<file path="src/rtl/seven_loader_pkg.sv">
`default_nettype none
// ============================================================================
// Module   : seven_pkg
// Brief    : Shared constants and state encoding for the 7x7 pattern loader.
// Revision : 1.0
// ============================================================================
package seven_pkg;

   localparam logic [1:0] GS_STOP  = 2'b00;
   localparam logic [1:0] GS_PRGM  = 2'b01;
   localparam logic [1:0] GS_PLAY  = 2'b10;
   localparam logic [1:0] GS_PAUSE = 2'b11;

   localparam int N_CELLS_DEFAULT = 49;

   typedef enum logic [2:0] {
      ST_IDLE   = 3'd0,
      ST_STOP   = 3'd1,
      ST_PRGM   = 3'd2,
      ST_WAIT   = 3'd3,
      ST_LOAD   = 3'd4,
      ST_SETTLE = 3'd5,
      ST_CHECK  = 3'd6,
      ST_PLAY   = 3'd7
   } loader_state_t;

endpackage
`default_nettype wire

</file>
<file path="src/rtl/seven_loader_hold_counter.sv">
`default_nettype none
// ============================================================================
// Module   : hold_counter
// Brief    : Loadable down-counter with zero flag; saturates at zero.
// Revision : 1.0
// ============================================================================
module hold_counter #(
   parameter int WIDTH = 6
) (
   input  logic             clk,
   input  logic             rst_n,
   input  logic             load,
   input  logic [WIDTH-1:0] load_val,
   input  logic             dec,
   output logic [WIDTH-1:0] count,
   output logic             zero
);

   logic [WIDTH-1:0] r_count;

   always_ff @(posedge clk or negedge rst_n) begin
      if (!rst_n) begin
         r_count <= '0;
      end else if (load) begin
         r_count <= load_val;
      end else if (dec && (r_count != '0)) begin
         r_count <= r_count - 1'b1;
      end
   end

   assign count = r_count;
   assign zero  = (r_count == '0);

endmodule
`default_nettype wire

</file>
<file path="src/rtl/seven_loader.sv">
`default_nettype none
// ============================================================================
// Module   : seven_loader
// Brief    : Programs a pattern into the Game-of-Life core via its buttons.
// Revision : 1.0
// ============================================================================
module seven_loader
   import seven_pkg::*;
#(
   parameter int N_CELLS     = N_CELLS_DEFAULT,
   parameter int HOLD_CYCLES = 2,
   parameter int ACK_TIMEOUT = 15
) (
   input  logic               in_clk,
   input  logic               in_rst_n,
   input  logic               in_start,
   input  logic [N_CELLS-1:0] in_pattern,
   input  logic               in_autoplay,
   input  logic [1:0]         in_game_state,
   input  logic [N_CELLS-1:0] in_grid,
   output logic               out_stop,
   output logic               out_prgm,
   output logic               out_pp,
   output logic               out_btn0,
   output logic               out_btn1,
   output logic               out_busy,
   output logic               out_done,
   output logic               out_error,
   output logic [5:0]         out_cell_idx
);

   localparam logic [5:0] c_hold_load = 6'(HOLD_CYCLES - 1);
   localparam logic [5:0] c_ack_load  = 6'(ACK_TIMEOUT);
   localparam logic [5:0] c_last_idx  = 6'(N_CELLS - 1);

   loader_state_t      r_state, w_state_nxt;
   logic [N_CELLS-1:0] r_pattern, w_pat_shift;
   logic               r_autoplay;
   logic [5:0]         r_idx, w_idx_nxt;
   logic               r_stop, r_prgm, r_pp, r_btn0, r_btn1;
   logic               r_busy, r_done, r_error;
   logic [5:0]         r_cell_idx;

   logic               w_cnt_load, w_cnt_dec, w_cnt_zero;
   logic [5:0]         w_cnt_val, w_cnt;
   logic               w_accept, w_fail, w_pp_nxt, w_cell_bit;

   hold_counter #(.WIDTH(6)) u_cnt (
      .clk      (in_clk),
      .rst_n    (in_rst_n),
      .load     (w_cnt_load),
      .load_val (w_cnt_val),
      .dec      (w_cnt_dec),
      .count    (w_cnt),
      .zero     (w_cnt_zero)
   );

   always_ff @(posedge in_clk or negedge in_rst_n) begin
      if (!in_rst_n) begin
         r_state <= ST_IDLE;
      end else begin
         r_state <= w_state_nxt;
      end
   end

   always_comb begin
      w_state_nxt = r_state;
      w_idx_nxt   = r_idx;
      w_cnt_load  = 1'b0;
      w_cnt_val   = '0;
      w_cnt_dec   = 1'b0;
      w_accept    = 1'b0;
      w_fail      = 1'b0;
      w_pp_nxt    = 1'b0;
      case (r_state)
         ST_IDLE: begin
            // A start landing on the done cycle is dropped.
            if (in_start && !r_done) begin
               w_accept    = 1'b1;
               w_state_nxt = ST_STOP;
               w_cnt_load  = 1'b1;
               w_cnt_val   = c_hold_load;
            end
         end
         ST_STOP: begin
            if (w_cnt_zero) begin
               w_state_nxt = ST_PRGM;
               w_cnt_load  = 1'b1;
               w_cnt_val   = c_hold_load;
            end else begin
               w_cnt_dec = 1'b1;
            end
         end
         ST_PRGM: begin
            if (w_cnt_zero) begin
               w_state_nxt = ST_WAIT;
               w_cnt_load  = 1'b1;
               w_cnt_val   = c_ack_load;
            end else begin
               w_cnt_dec = 1'b1;
            end
         end
         ST_WAIT: begin
            // First WAIT cycle lets the core register the prgm release.
            if ((w_cnt != c_ack_load) && (in_game_state == GS_PRGM)) begin
               w_state_nxt = ST_LOAD;
               w_idx_nxt   = '0;
            end else if (w_cnt_zero) begin
               w_state_nxt = ST_IDLE;
               w_fail      = 1'b1;
            end else begin
               w_cnt_dec = 1'b1;
            end
         end
         ST_LOAD: begin
            if (r_idx == c_last_idx) begin
               w_state_nxt = ST_SETTLE;
               w_cnt_load  = 1'b1;
               w_cnt_val   = c_hold_load;
            end else begin
               w_idx_nxt = r_idx + 6'd1;
            end
         end
         ST_SETTLE: begin
            if (w_cnt_zero) begin
               w_state_nxt = ST_CHECK;
            end else begin
               w_cnt_dec = 1'b1;
            end
         end
         ST_CHECK: begin
            if (in_grid != r_pattern) begin
               w_state_nxt = ST_IDLE;
               w_fail      = 1'b1;
            end else if (r_autoplay) begin
               w_state_nxt = ST_PLAY;
               w_cnt_load  = 1'b1;
               w_cnt_val   = 6'd1;
            end else begin
               w_state_nxt = ST_IDLE;
            end
         end
         ST_PLAY: begin
            // One quiet cycle after CHECK, then the play/pause pulse.
            if (w_cnt_zero) begin
               w_state_nxt = ST_IDLE;
            end else begin
               w_cnt_dec = 1'b1;
               w_pp_nxt  = 1'b1;
            end
         end
         default: w_state_nxt = ST_IDLE;
      endcase
   end

   assign w_pat_shift = r_pattern >> w_idx_nxt;
   assign w_cell_bit  = w_pat_shift[0];

   always_ff @(posedge in_clk or negedge in_rst_n) begin
      if (!in_rst_n) begin
         r_pattern  <= '0;
         r_autoplay <= 1'b0;
         r_idx      <= '0;
         r_stop     <= 1'b0;
         r_prgm     <= 1'b0;
         r_pp       <= 1'b0;
         r_btn0     <= 1'b0;
         r_btn1     <= 1'b0;
         r_busy     <= 1'b0;
         r_done     <= 1'b0;
         r_error    <= 1'b0;
         r_cell_idx <= '0;
      end else begin
         if (w_accept) begin
            r_pattern  <= in_pattern;
            r_autoplay <= in_autoplay;
         end
         r_idx      <= w_idx_nxt;
         r_stop     <= (w_state_nxt == ST_STOP);
         r_prgm     <= (w_state_nxt == ST_PRGM);
         r_pp       <= w_pp_nxt;
         r_btn1     <= (w_state_nxt == ST_LOAD) && w_cell_bit;
         r_btn0     <= (w_state_nxt == ST_LOAD) && !w_cell_bit;
         r_cell_idx <= (w_state_nxt == ST_LOAD) ? w_idx_nxt : 6'd0;
         r_busy     <= (w_state_nxt != ST_IDLE);
         r_done     <= (r_state != ST_IDLE) && (w_state_nxt == ST_IDLE);
         if (w_accept) begin
            r_error <= 1'b0;
         end else if (w_fail) begin
            r_error <= 1'b1;
         end
      end
   end

   assign out_stop     = r_stop;
   assign out_prgm     = r_prgm;
   assign out_pp       = r_pp;
   assign out_btn0     = r_btn0;
   assign out_btn1     = r_btn1;
   assign out_busy     = r_busy;
   assign out_done     = r_done;
   assign out_error    = r_error;
   assign out_cell_idx = r_cell_idx;

endmodule
`default_nettype wire

</file>
<file path="config.mk">
export PLATFORM = sky130hd
export DESIGN_NAME = seven_loader
export DESIGN_NICKNAME = d
export VERILOG_FILES = /design/src/rtl/seven_loader_pkg.sv /design/src/rtl/seven_loader_hold_counter.sv /design/src/rtl/seven_loader.sv
export SDC_FILE = /design/constraint.sdc
export NUM_CORES = 1
export LEC_CHECK = 0
export CAP_MARGIN = 20
export CORE_MARGIN = 5
export CORE_UTILIZATION = 50
export DETAILED_ROUTE_END_ITERATION = 10
export PLACE_DENSITY = 0.87
export SYNTH_ARGS = -nofsm -noshare
export SYNTH_HDL_FRONTEND = slang
export SYNTH_HIERARCHICAL = 1
export SYNTH_SLANG_ARGS = --single-unit
</file>
<file path="constraint.sdc">
create_clock -name in_clk -period 3.3 [get_ports in_clk]
set_input_delay 0.495 -clock in_clk [delete_from_list [all_inputs] [get_ports in_clk]]
set_output_delay 0.495 -clock in_clk [all_outputs]
set_load 0.02 [all_outputs]
</file>
==> impl_results.html, run 1 <==
<table>
<tr><th>Metric</th><th>Value</th></tr>
<tr><th colspan="2">Timing</th></tr>
<tr><td>Part of the cycle the worst path needs</td><td>95.80%</td></tr>
<tr><td>Worst Tran Pin Value</td><td>0.9730 ns</td></tr>
<tr><td>Max Freq</td><td>316.3 MHz</td></tr>
<tr><td>Setup repair after global routing missed its margin</td><td>no</td></tr>
<tr><td>Final Hold Viols</td><td>0</td></tr>
<tr><td>Tmin final</td><td>3.161 ns</td></tr>
<tr><td>Total count of max-transition violations in the final report</td><td>0</td></tr>
<tr><td>Worst-case headroom to the max-slew limit</td><td>35.13%</td></tr>
<tr><td>Max Clock Skew</td><td>0.01189 ns</td></tr>
<tr><td>Final WS setup</td><td>0.1386 ns</td></tr>
<tr><td>Number of endpoints failing setup at the final stage</td><td>0</td></tr>
<tr><th colspan="2">Logic synthesis</th></tr>
<tr><td>Number of warnings reported in the yosys synthesis log</td><td>6</td></tr>
<tr><td>Portion of the post-synthesis area used by sequential elements</td><td>42.10%</td></tr>
<tr><td>Top FF cell, synth</td><td>sky130_fd_sc_hd__dfrtp_1</td></tr>
<tr><td>Register bit count reported by yosys</td><td>79</td></tr>
<tr><td>Mean cell area of the mapped netlist</td><td>8.507 um2</td></tr>
<tr><td>Post-synthesis instance total</td><td>552</td></tr>
<tr><td>Async set or reset register ratio after synthesis</td><td>100.0%</td></tr>
<tr><td>Combined area of all synthesized cells</td><td>4696 um2</td></tr>
<tr><td>Count of distinct cell types in the synthesized netlist</td><td>67</td></tr>
<tr><td>Number of enable flip-flop cells after synthesis</td><td>0</td></tr>
<tr><th colspan="2">Worst setup path</th></tr>
<tr><td>Critical Path Sink Type</td><td>flop</td></tr>
<tr><td>Cells traversed along the worst timing path</td><td>clkdlybuf4s50_1, xor2_1, nor4_2, nand4_1, nor4_1, buf_4, and4_1, nor4_1, o31ai_1, inv_1, buf_4, o2111ai_1, nand3_1</td></tr>
<tr><td>Largest fanout of any net on the critical path</td><td>8</td></tr>
<tr><td>Endpoint arrival time on the critical path</td><td>3.40 ns</td></tr>
<tr><td>Nature of the critical path startpoint</td><td>input port</td></tr>
<tr><td>Slowest-stage cell, CP</td><td>sky130_fd_sc_hd__clkdlybuf4s50_1</td></tr>
<tr><td>CP Data Required Time</td><td>3.54 ns</td></tr>
<tr><td>Critical Setup Path Class</td><td>input port to flop</td></tr>
<tr><td>R2r setup slk</td><td>0.21 ns</td></tr>
<tr><td>Critical R2R Capture</td><td>out_btn0</td></tr>
<tr><td>Largest stage delay on the critical path</td><td>0.44 ns</td></tr>
<tr><td>R2R Path Start</td><td>u_cnt/count[0]</td></tr>
<tr><td>Depth of the worst register-to-register path</td><td>14</td></tr>
<tr><th colspan="2">Power</th></tr>
<tr><td>Power per standard cell area</td><td>818.6 nW/um2</td></tr>
<tr><td>Worst vdd rail ir drop</td><td>333.7 uV</td></tr>
<tr><td>Total power consumption of the routed design</td><td>5.207 mW</td></tr>
<tr><td>Leakage dissipation</td><td>2.938 nW</td></tr>
<tr><th colspan="2">CTS</th></tr>
<tr><td>Library cell used as clock root buffer</td><td>sky130_fd_sc_hd__clkbuf_8</td></tr>
<tr><td>Deepest clock path buffer count</td><td>2</td></tr>
<tr><td>Clock latency on the worst-skew pair</td><td>0.35 ns</td></tr>
<tr><td>Count of H-tree levels built during CTS</td><td>3</td></tr>
<tr><td>Clock-pin slew of the registers on the worst-case setup and hold paths</td><td>0.09 ns</td></tr>
<tr><td>CTS tree</td><td>built</td></tr>
<tr><td>TritonCTS Buffers</td><td>9</td></tr>
<tr><td>Count of hold-fix buffers inserted at cts</td><td>0</td></tr>
<tr><td>Number of clock sinks</td><td>79</td></tr>
<tr><th colspan="2">Placement</th></tr>
<tr><td>Instance area at placement</td><td>6071 um2</td></tr>
<tr><td>DP HPWL</td><td>10760 um</td></tr>
<tr><td>Pre-CTS WS</td><td>-0.3377 ns</td></tr>
<tr><td>Number of I/O port buffers</td><td>117</td></tr>
<tr><td>Gp weighted congestion</td><td>0.8713</td></tr>
<tr><th colspan="2">Run</th></tr>
<tr><td>Max cap viols</td><td>0</td></tr>
<tr><th colspan="2">Cells and area</th></tr>
<tr><td>Layout-stage area growth over the synthesis result</td><td>35.46%</td></tr>
<tr><td>Post-route cell area</td><td>6361 um2</td></tr>
<tr><td>Share of cells above drive strength 1</td><td>9.579%</td></tr>
<tr><td>Antenna diode count</td><td>0</td></tr>
<tr><td>Filler instances</td><td>704</td></tr>
<tr><td>Number of nets at the end of the flow</td><td>792</td></tr>
<tr><th colspan="2">Floorplanning</th></tr>
<tr><td>Area inside the core boundary</td><td>9196 um2</td></tr>
<tr><td>Chip Height</td><td>106.9 um</td></tr>
<tr><td>Initial core utilization</td><td>51.06%</td></tr>
<tr><td>Placement Rows</td><td>35</td></tr>
<tr><td>Total Die Area</td><td>11430 um2</td></tr>
<tr><td>DIE WIDTH</td><td>106.9 um</td></tr>
<tr><td>Top-level port count</td><td>118</td></tr>
<tr><th colspan="2">Hold path</th></tr>
<tr><td>Type of the worst min-delay path</td><td>input port to async pin</td></tr>
<tr><th colspan="2">GRT</th></tr>
<tr><td>Total global routing overflow</td><td>0</td></tr>
<tr><td>Number of global-route vias before repair</td><td>4520</td></tr>
<tr><td>Largest net degree at the start of global routing</td><td>80</td></tr>
<tr><td>Global-route total usage across every layer</td><td>24.75%</td></tr>
<tr><td>Initial antenna violation count</td><td>0</td></tr>
<tr><td>Wire length of the first global-routing pass</td><td>22350 um</td></tr>
<tr><th colspan="2">Routing</th></tr>
<tr><td>Vias per cell</td><td>5.683</td></tr>
<tr><td>Length of the first detailed-routing pass in iterations</td><td>5</td></tr>
<tr><td>DRC violation count after routing</td><td>0</td></tr>
<tr><td>DR WL/cell</td><td>17.50 um</td></tr>
<tr><td>Vias</td><td>4546</td></tr>
<tr><td>Post-route ant nets</td><td>0</td></tr>
<tr><td>Aggregate routed wire length</td><td>14000 um</td></tr>
<tr><td>Number of DRC violations after detailed-routing iteration 0</td><td>250</td></tr>
<tr><th colspan="2">Status</th></tr>
<tr><td>Result of the run</td><td>finished clean</td></tr>
</table>
==> where the power goes <==
group	switching (mW)	total [mW]	internal, mW
Clock	0.360	0.807	0.447
Combinational	1.46	2.58	1.12
Sequential	0.449	1.82	1.37
==> layout make-up <==
cell class	count	area [um2]	area share (%)
timing repair buffer	147	1406	22.11
clock inverter	5	81.33	1.279
sequential	79	1977	31.08
multi-input combinational	428	2539	39.91
clock buffer	11	141.4	2.223
inverter	19	77.57	1.220
tap	111	138.9	2.183
==> worst max-delay path by stage <==
stage                               from        endpoint  slack [ns]  cells after the start
final                        in_grid[29]  u_cnt/count[0]        0.14                     13
after floorplan           u_cnt/count[2]        out_btn0        0.37                     13
after global placement       in_grid[29]  u_cnt/count[3]       -0.28                     12
after CTS                    in_grid[29]  u_cnt/count[3]        0.01                     12
after detailed placement     in_grid[29]  u_cnt/count[3]       -0.34                     12
after global routing      u_cnt/count[0]        out_btn0        0.02                     14
==> kinds of logic after synthesis <==
logic type | count (synthesis) | share of synthesized area [%]
mux | 8 | 1.705
other cells | 1 | 0.07986
compound gates | 97 | 15.72
xor+xnor | 52 | 9.699
buf+inv | 46 | 4.369
flops | 79 | 42.10
simple gates | 265 | 25.26
fa+ha+maj | 4 | 1.066
==> worst max-delay path, delay by kind of cell <==
family | cells | cell delay, ns
buffers and inverters | 4 | 0.98
AOI/OAI and AO/OA | 2 | 0.34
and+or+nand+nor | 6 | 1.39
xor gates and xnor gates | 1 | 0.19
==> synth_stat cells (all sizes together), types with 8 or more instances <==
| cell | count | area, um2 |
|---|---|---|
| a21oi | 16 | 98.85 |
| buf | 9 | 63.80 |
| clkbuf | 18 | 67.56 |
| dfrtp | 79 | 1977 |
| inv | 18 | 70.07 |
| mux2i | 8 | 80.08 |
| nand2 | 172 | 645.6 |
| nand3 | 8 | 40.04 |
| nor2 | 28 | 105.1 |
| nor3 | 8 | 40.04 |
| nor4 | 14 | 87.58 |
| o211ai | 14 | 110.1 |
| o21ai | 20 | 122.6 |
| xor2 | 49 | 429.2 |
==> stage by stage <==
step | TNS, ns | std cells | utilization [%] | hold WS [ns]
after floorplan | 0 | 553 | - | 0.1994
after global placement | -1.240 | 780 | 66.01 | 0.4704
after detailed placement | -1.533 | 780 | 66.01 | 0.4549
after CTS | 0 | 796 | 68.44 | 0.3304
after global routing | 0 | 800 | 69.17 | 0.3686
final | 0 | 800 | 69.17 | 0.2900
==> cell usage in the layout (no fill, tap or decap), types with 10 or more instances in the layout <==
cell type	count
sky130_fd_sc_hd__buf_4	30
sky130_fd_sc_hd__o21ai_0	17
sky130_fd_sc_hd__clkdlybuf4s50_1	116
sky130_fd_sc_hd__nand2_1	172
sky130_fd_sc_hd__clkbuf_8	10
sky130_fd_sc_hd__dfrtp_1	79
sky130_fd_sc_hd__nor4_1	13
sky130_fd_sc_hd__nor2_1	27
sky130_fd_sc_hd__o211ai_1	13
sky130_fd_sc_hd__inv_1	17
sky130_fd_sc_hd__a21oi_1	13
sky130_fd_sc_hd__xor2_1	49
==> what timing repair did <==
action	in CTS	in global routing
setup endpoints to repair	0	5
hold endpoints to repair	0	0
setup buffers	0	4
gates resized for setup	0	6
==> sequential cells by signal, summed over array words and instances (netlist names) <==
register / flops
r_pattern: 49
out_cell_idx: 6
r_idx: 6
u_cnt/count: 6
r_state: 3
out_btn0: 1
out_btn1: 1
out_busy: 1
out_done: 1
out_error: 1
out_pp: 1
out_prgm: 1
out_stop: 1
r_autoplay: 1
==> layer usage <==
layer	vias to the layer above	part of all wire, %	track usage [%]
li1	2157	-	-
met1	2166	41	32.04
met2	195	50	41.28
met3	28	6.3	4.154
met4	0	2.7	9.954
met5	-	0	0
Note: power is estimated with default switching activity, not from simulation.
==> run 2: changes to the inputs <==
SKIP_LAST_GASP = 1   (was default)
==> results of run 2 <==
Final layout, timing and power as in run 1 (identical DEF).
==> run 3: changes to the inputs <==
clock period = 3.5 ns   (was 3.3 ns; I/O delays follow)
==> impl_results.html, run 3 (synthesis results as in run 1) <==
<table>
<tr><th>Metric</th><th>Value</th></tr>
<tr><th colspan="2">Timing</th></tr>
<tr><td>Number of endpoints failing setup at the final stage</td><td>0 (unchanged)</td></tr>
<tr><td>Max Clock Skew</td><td>0.006358 ns (-0.005531 ns)</td></tr>
<tr><td>Sum Neg Setup Slack</td><td>0 ns (unchanged)</td></tr>
<tr><td>Worst Tran Pin Value</td><td>0.9143 ns (-0.05876 ns)</td></tr>
<tr><td>Total count of max-transition violations in the final report</td><td>0 (unchanged)</td></tr>
<tr><td>Worst hold slack</td><td>0.08120 ns (-0.2088 ns)</td></tr>
<tr><td>Tmin final</td><td>3.404 ns</td></tr>
<tr><td>Worst-case headroom to the max-slew limit</td><td>38.53% (+3.4 points)</td></tr>
<tr><td>Part of the cycle the worst path needs</td><td>97.26%</td></tr>
<tr><td>Max Freq</td><td>293.8 MHz</td></tr>
<tr><td>Final Hold Viols</td><td>0 (unchanged)</td></tr>
<tr><th colspan="2">Status</th></tr>
<tr><td>Result of the run</td><td>finished clean</td></tr>
<tr><th colspan="2">Floorplanning</th></tr>
<tr><td>DIE WIDTH</td><td>106.9 um (unchanged)</td></tr>
<tr><td>Initial core utilization</td><td>51.06% (unchanged)</td></tr>
<tr><td>Total Die Area</td><td>11430 um2 (unchanged)</td></tr>
<tr><td>Placement Rows</td><td>35 (unchanged)</td></tr>
<tr><td>Area inside the core boundary</td><td>9196 um2 (unchanged)</td></tr>
<tr><td>Top-level port count</td><td>118 (unchanged)</td></tr>
<tr><td>Chip Height</td><td>106.9 um (unchanged)</td></tr>
<tr><th colspan="2">Power</th></tr>
<tr><td>Combinational group share of total power</td><td>47.5% (-2.1 points)</td></tr>
<tr><td>Switching fraction of total power</td><td>45.02% (+1.4 points)</td></tr>
<tr><td>Internal portion of total power</td><td>2.594 mW (-12%)</td></tr>
<tr><td>Part of the total power dissipated in sequential elements</td><td>37.8% (+2.9 points)</td></tr>
<tr><td>Net Switching</td><td>2.124 mW (-6.4%)</td></tr>
<tr><td>Worst vdd rail ir drop</td><td>310.9 uV (-6.8%)</td></tr>
<tr><td>Power per standard cell area</td><td>763.9 nW/um2 (-6.7%)</td></tr>
<tr><td>Leakage dissipation</td><td>2.830 nW (-3.7%)</td></tr>
<tr><td>Total power consumption of the routed design</td><td>4.718 mW (-9.4%)</td></tr>
<tr><td>Share of power burned in the clock network</td><td>14.7% (-0.8 points)</td></tr>
<tr><th colspan="2">GRT</th></tr>
<tr><td>Initial antenna violation count</td><td>0 (unchanged)</td></tr>
<tr><td>Global-route total usage across every layer</td><td>24.56% (-0.18 points)</td></tr>
<tr><td>Number of global-route vias before repair</td><td>4410 (-2.4%)</td></tr>
<tr><td>Largest net degree at the start of global routing</td><td>80 (unchanged)</td></tr>
<tr><td>Wire length of the first global-routing pass</td><td>21910 um (-1.9%)</td></tr>
<tr><td>Total global routing overflow</td><td>0 (unchanged)</td></tr>
<tr><th colspan="2">Worst setup path</th></tr>
<tr><td>Critical Path Sink Type</td><td>flop</td></tr>
<tr><td>Largest stage delay on the critical path</td><td>0.54 ns (+0.10 ns)</td></tr>
<tr><td>CP Data Required Time</td><td>3.74 ns (+0.20 ns)</td></tr>
<tr><td>Worst Path Buf+Inv</td><td>2 (-2)</td></tr>
<tr><td>Critical Setup Path Class</td><td>input port to flop</td></tr>
<tr><td>Nature of the critical path startpoint</td><td>input port</td></tr>
<tr><td>R2r setup slk</td><td>0.20 ns (about the same)</td></tr>
<tr><td>Slowest-stage cell, CP</td><td>sky130_fd_sc_hd__nor4_1</td></tr>
<tr><td>Largest fanout of any net on the critical path</td><td>9 (+1)</td></tr>
<tr><td>Cells traversed along the worst timing path</td><td>clkdlybuf4s50_1, xor2_1, nor4_2, nand4_1, nor4_1, and4_1, nor4_1, o31ai_1, inv_1, o211ai_1, o211ai_1</td></tr>
<tr><td>Endpoint arrival time on the critical path</td><td>3.64 ns (+0.24 ns)</td></tr>
<tr><td>Cell class contributing the biggest share of worst-path delay</td><td>simple AND/OR/NAND/NOR gates</td></tr>
<tr><th colspan="2">Routing</th></tr>
<tr><td>Post-route ant nets</td><td>0 (unchanged)</td></tr>
<tr><td>DR WL/cell</td><td>17.86 um (+2.0%)</td></tr>
<tr><td>Vias</td><td>4450 (-2.1%)</td></tr>
<tr><td>DRC violation count after routing</td><td>0 (unchanged)</td></tr>
<tr><td>Number of DRC violations after detailed-routing iteration 0</td><td>275 (+10%)</td></tr>
<tr><td>Aggregate routed wire length</td><td>13910 um (-0.65%)</td></tr>
<tr><td>Vias per cell</td><td>5.712 (+0.53%)</td></tr>
<tr><td>Length of the first detailed-routing pass in iterations</td><td>7 (+2)</td></tr>
<tr><th colspan="2">Cells and area</th></tr>
<tr><td>Largest register FFs</td><td>49 (unchanged)</td></tr>
<tr><td>Most used cells in the layout excluding fill and tap cells</td><td>172 x sky130_fd_sc_hd__nand2_1, 116 x sky130_fd_sc_hd__clkdlybuf4s50_1, 79 x sky130_fd_sc_hd__dfrtp_1</td></tr>
<tr><td>Most common cell after layout, fill and taps aside</td><td>sky130_fd_sc_hd__nand2_1</td></tr>
<tr><td>Layout-stage area growth over the synthesis result</td><td>31.52%</td></tr>
<tr><td>Number of nets at the end of the flow</td><td>772 (-2.5%)</td></tr>
<tr><td>Share of cells above drive strength 1</td><td>6.437% (-3.1 points)</td></tr>
<tr><td>Most flop-heavy register</td><td>r_pattern</td></tr>
<tr><td>Filler instances</td><td>744 (+5.7%)</td></tr>
<tr><td>Non-filler cells in the finished layout</td><td>779 (-2.6%)</td></tr>
<tr><td>Antenna diode count</td><td>0 (unchanged)</td></tr>
<tr><th colspan="2">CTS</th></tr>
<tr><td># Post-CTS Setup Buffers</td><td>0 (unchanged)</td></tr>
<tr><td>Clock-pin slew of the registers on the worst-case setup and hold paths</td><td>0.08 ns (about the same)</td></tr>
<tr><td>Library cell used as clock root buffer</td><td>sky130_fd_sc_hd__clkbuf_8</td></tr>
<tr><td>Clock latency on the worst-skew pair</td><td>0.36 ns (about the same)</td></tr>
<tr><td>Count of hold-fix buffers inserted at cts</td><td>0 (unchanged)</td></tr>
<tr><td>Deepest clock path buffer count</td><td>2 (unchanged)</td></tr>
<tr><td>Count of H-tree levels built during CTS</td><td>3 (unchanged)</td></tr>
<tr><td>TritonCTS Buffers</td><td>9 (unchanged)</td></tr>
<tr><td>Number of clock sinks</td><td>79 (unchanged)</td></tr>
<tr><td>CTS tree</td><td>built</td></tr>
<tr><td>Total of cells resized after clock tree synthesis</td><td>1 (+1)</td></tr>
<tr><th colspan="2">Placement</th></tr>
<tr><td>Gp weighted congestion</td><td>0.9348 (+7.3%)</td></tr>
<tr><td>DP HPWL</td><td>10630 um (-1.2%)</td></tr>
<tr><td>Number of I/O port buffers</td><td>117 (unchanged)</td></tr>
<tr><td>Count of placed standard cells including taps</td><td>763 (-2.2%)</td></tr>
<tr><th colspan="2">Run</th></tr>
<tr><td>Max cap viols</td><td>0 (unchanged)</td></tr>
<tr><th colspan="2">Hold path</th></tr>
<tr><td>Type of the worst min-delay path</td><td>input port to async pin</td></tr>
</table>
## run 3: worst register-to-register path: stages (launching register included)
cell                       delay, ns
sky130_fd_sc_hd__dfrtp_1        0.44
sky130_fd_sc_hd__or3_1          0.53
sky130_fd_sc_hd__nor2_2         0.32
sky130_fd_sc_hd__nand2_1        0.12
sky130_fd_sc_hd__a2111o_1       0.41
sky130_fd_sc_hd__o211ai_2       0.13
sky130_fd_sc_hd__a21oi_2        0.07
sky130_fd_sc_hd__clkinv_1       0.21
sky130_fd_sc_hd__a21oi_1        0.06
sky130_fd_sc_hd__a22o_1         0.23
sky130_fd_sc_hd__a211oi_2       0.25
sky130_fd_sc_hd__a311oi_2       0.15
sky130_fd_sc_hd__nor3_1         0.27
## run 3: worst paths after layout
kind,startpoint,depth (start not counted),endpoint
worst min-delay path,in_rst_n,1,u_cnt/count[2]
min in group in_clk,r_autoplay,2,r_autoplay
worst min register to register,r_autoplay,2,r_autoplay
worst max register to register,u_cnt/count[4],12,out_btn1
max in group asynchronous,in_rst_n,2,r_pattern[4]
worst max-delay path,in_grid[27],11,u_cnt/count[3]
## run 3: cell type report
class	instances	area, um2	share of cell area, %
multi-input combinational	428	2526	40.90
sequential	79	1977	32.01
timing repair buffer	127	1264	20.46
tap	111	138.9	2.249
clock buffer	10	137.6	2.229
inverter	19	73.82	1.195
clock inverter	5	58.81	0.9522
## run 3: power by group through the flow
| stage | Combinational [mW] | Clock, mW | Sequential, mW |
|---|---|---|---|
| after floorplan | 1.61 | 0 | 1.62 |
| after global placement | 2.14 | 0 | 1.77 |
| after detailed placement | 2.20 | 0 | 1.78 |
| after CTS | 2.22 | 0.697 | 1.77 |
| after global routing | 2.47 | 0.741 | 1.82 |
| final | 2.24 | 0.694 | 1.78 |
## run 3: metrics by stage
step           setup WS (ns)  area, um2  util (%)
5_1_grt           -0.0006049       6176     67.16
2_1_floorplan         0.5691       4700         -
4_1_cts               0.1199       6146     66.83
6_report             0.09585       6176     67.16
3_3_place_gp        -0.03966       5943     64.63
3_5_place_dp         -0.3813       5943     64.63
## run 3: per-layer routing
metal | share of wire [%] | GRT usage, %
met5 | 0 | 0
met1 | 41 | 31.70
met3 | 7.6 | 5.238
met2 | 49 | 40.96
met4 | 2.7 | 8.493
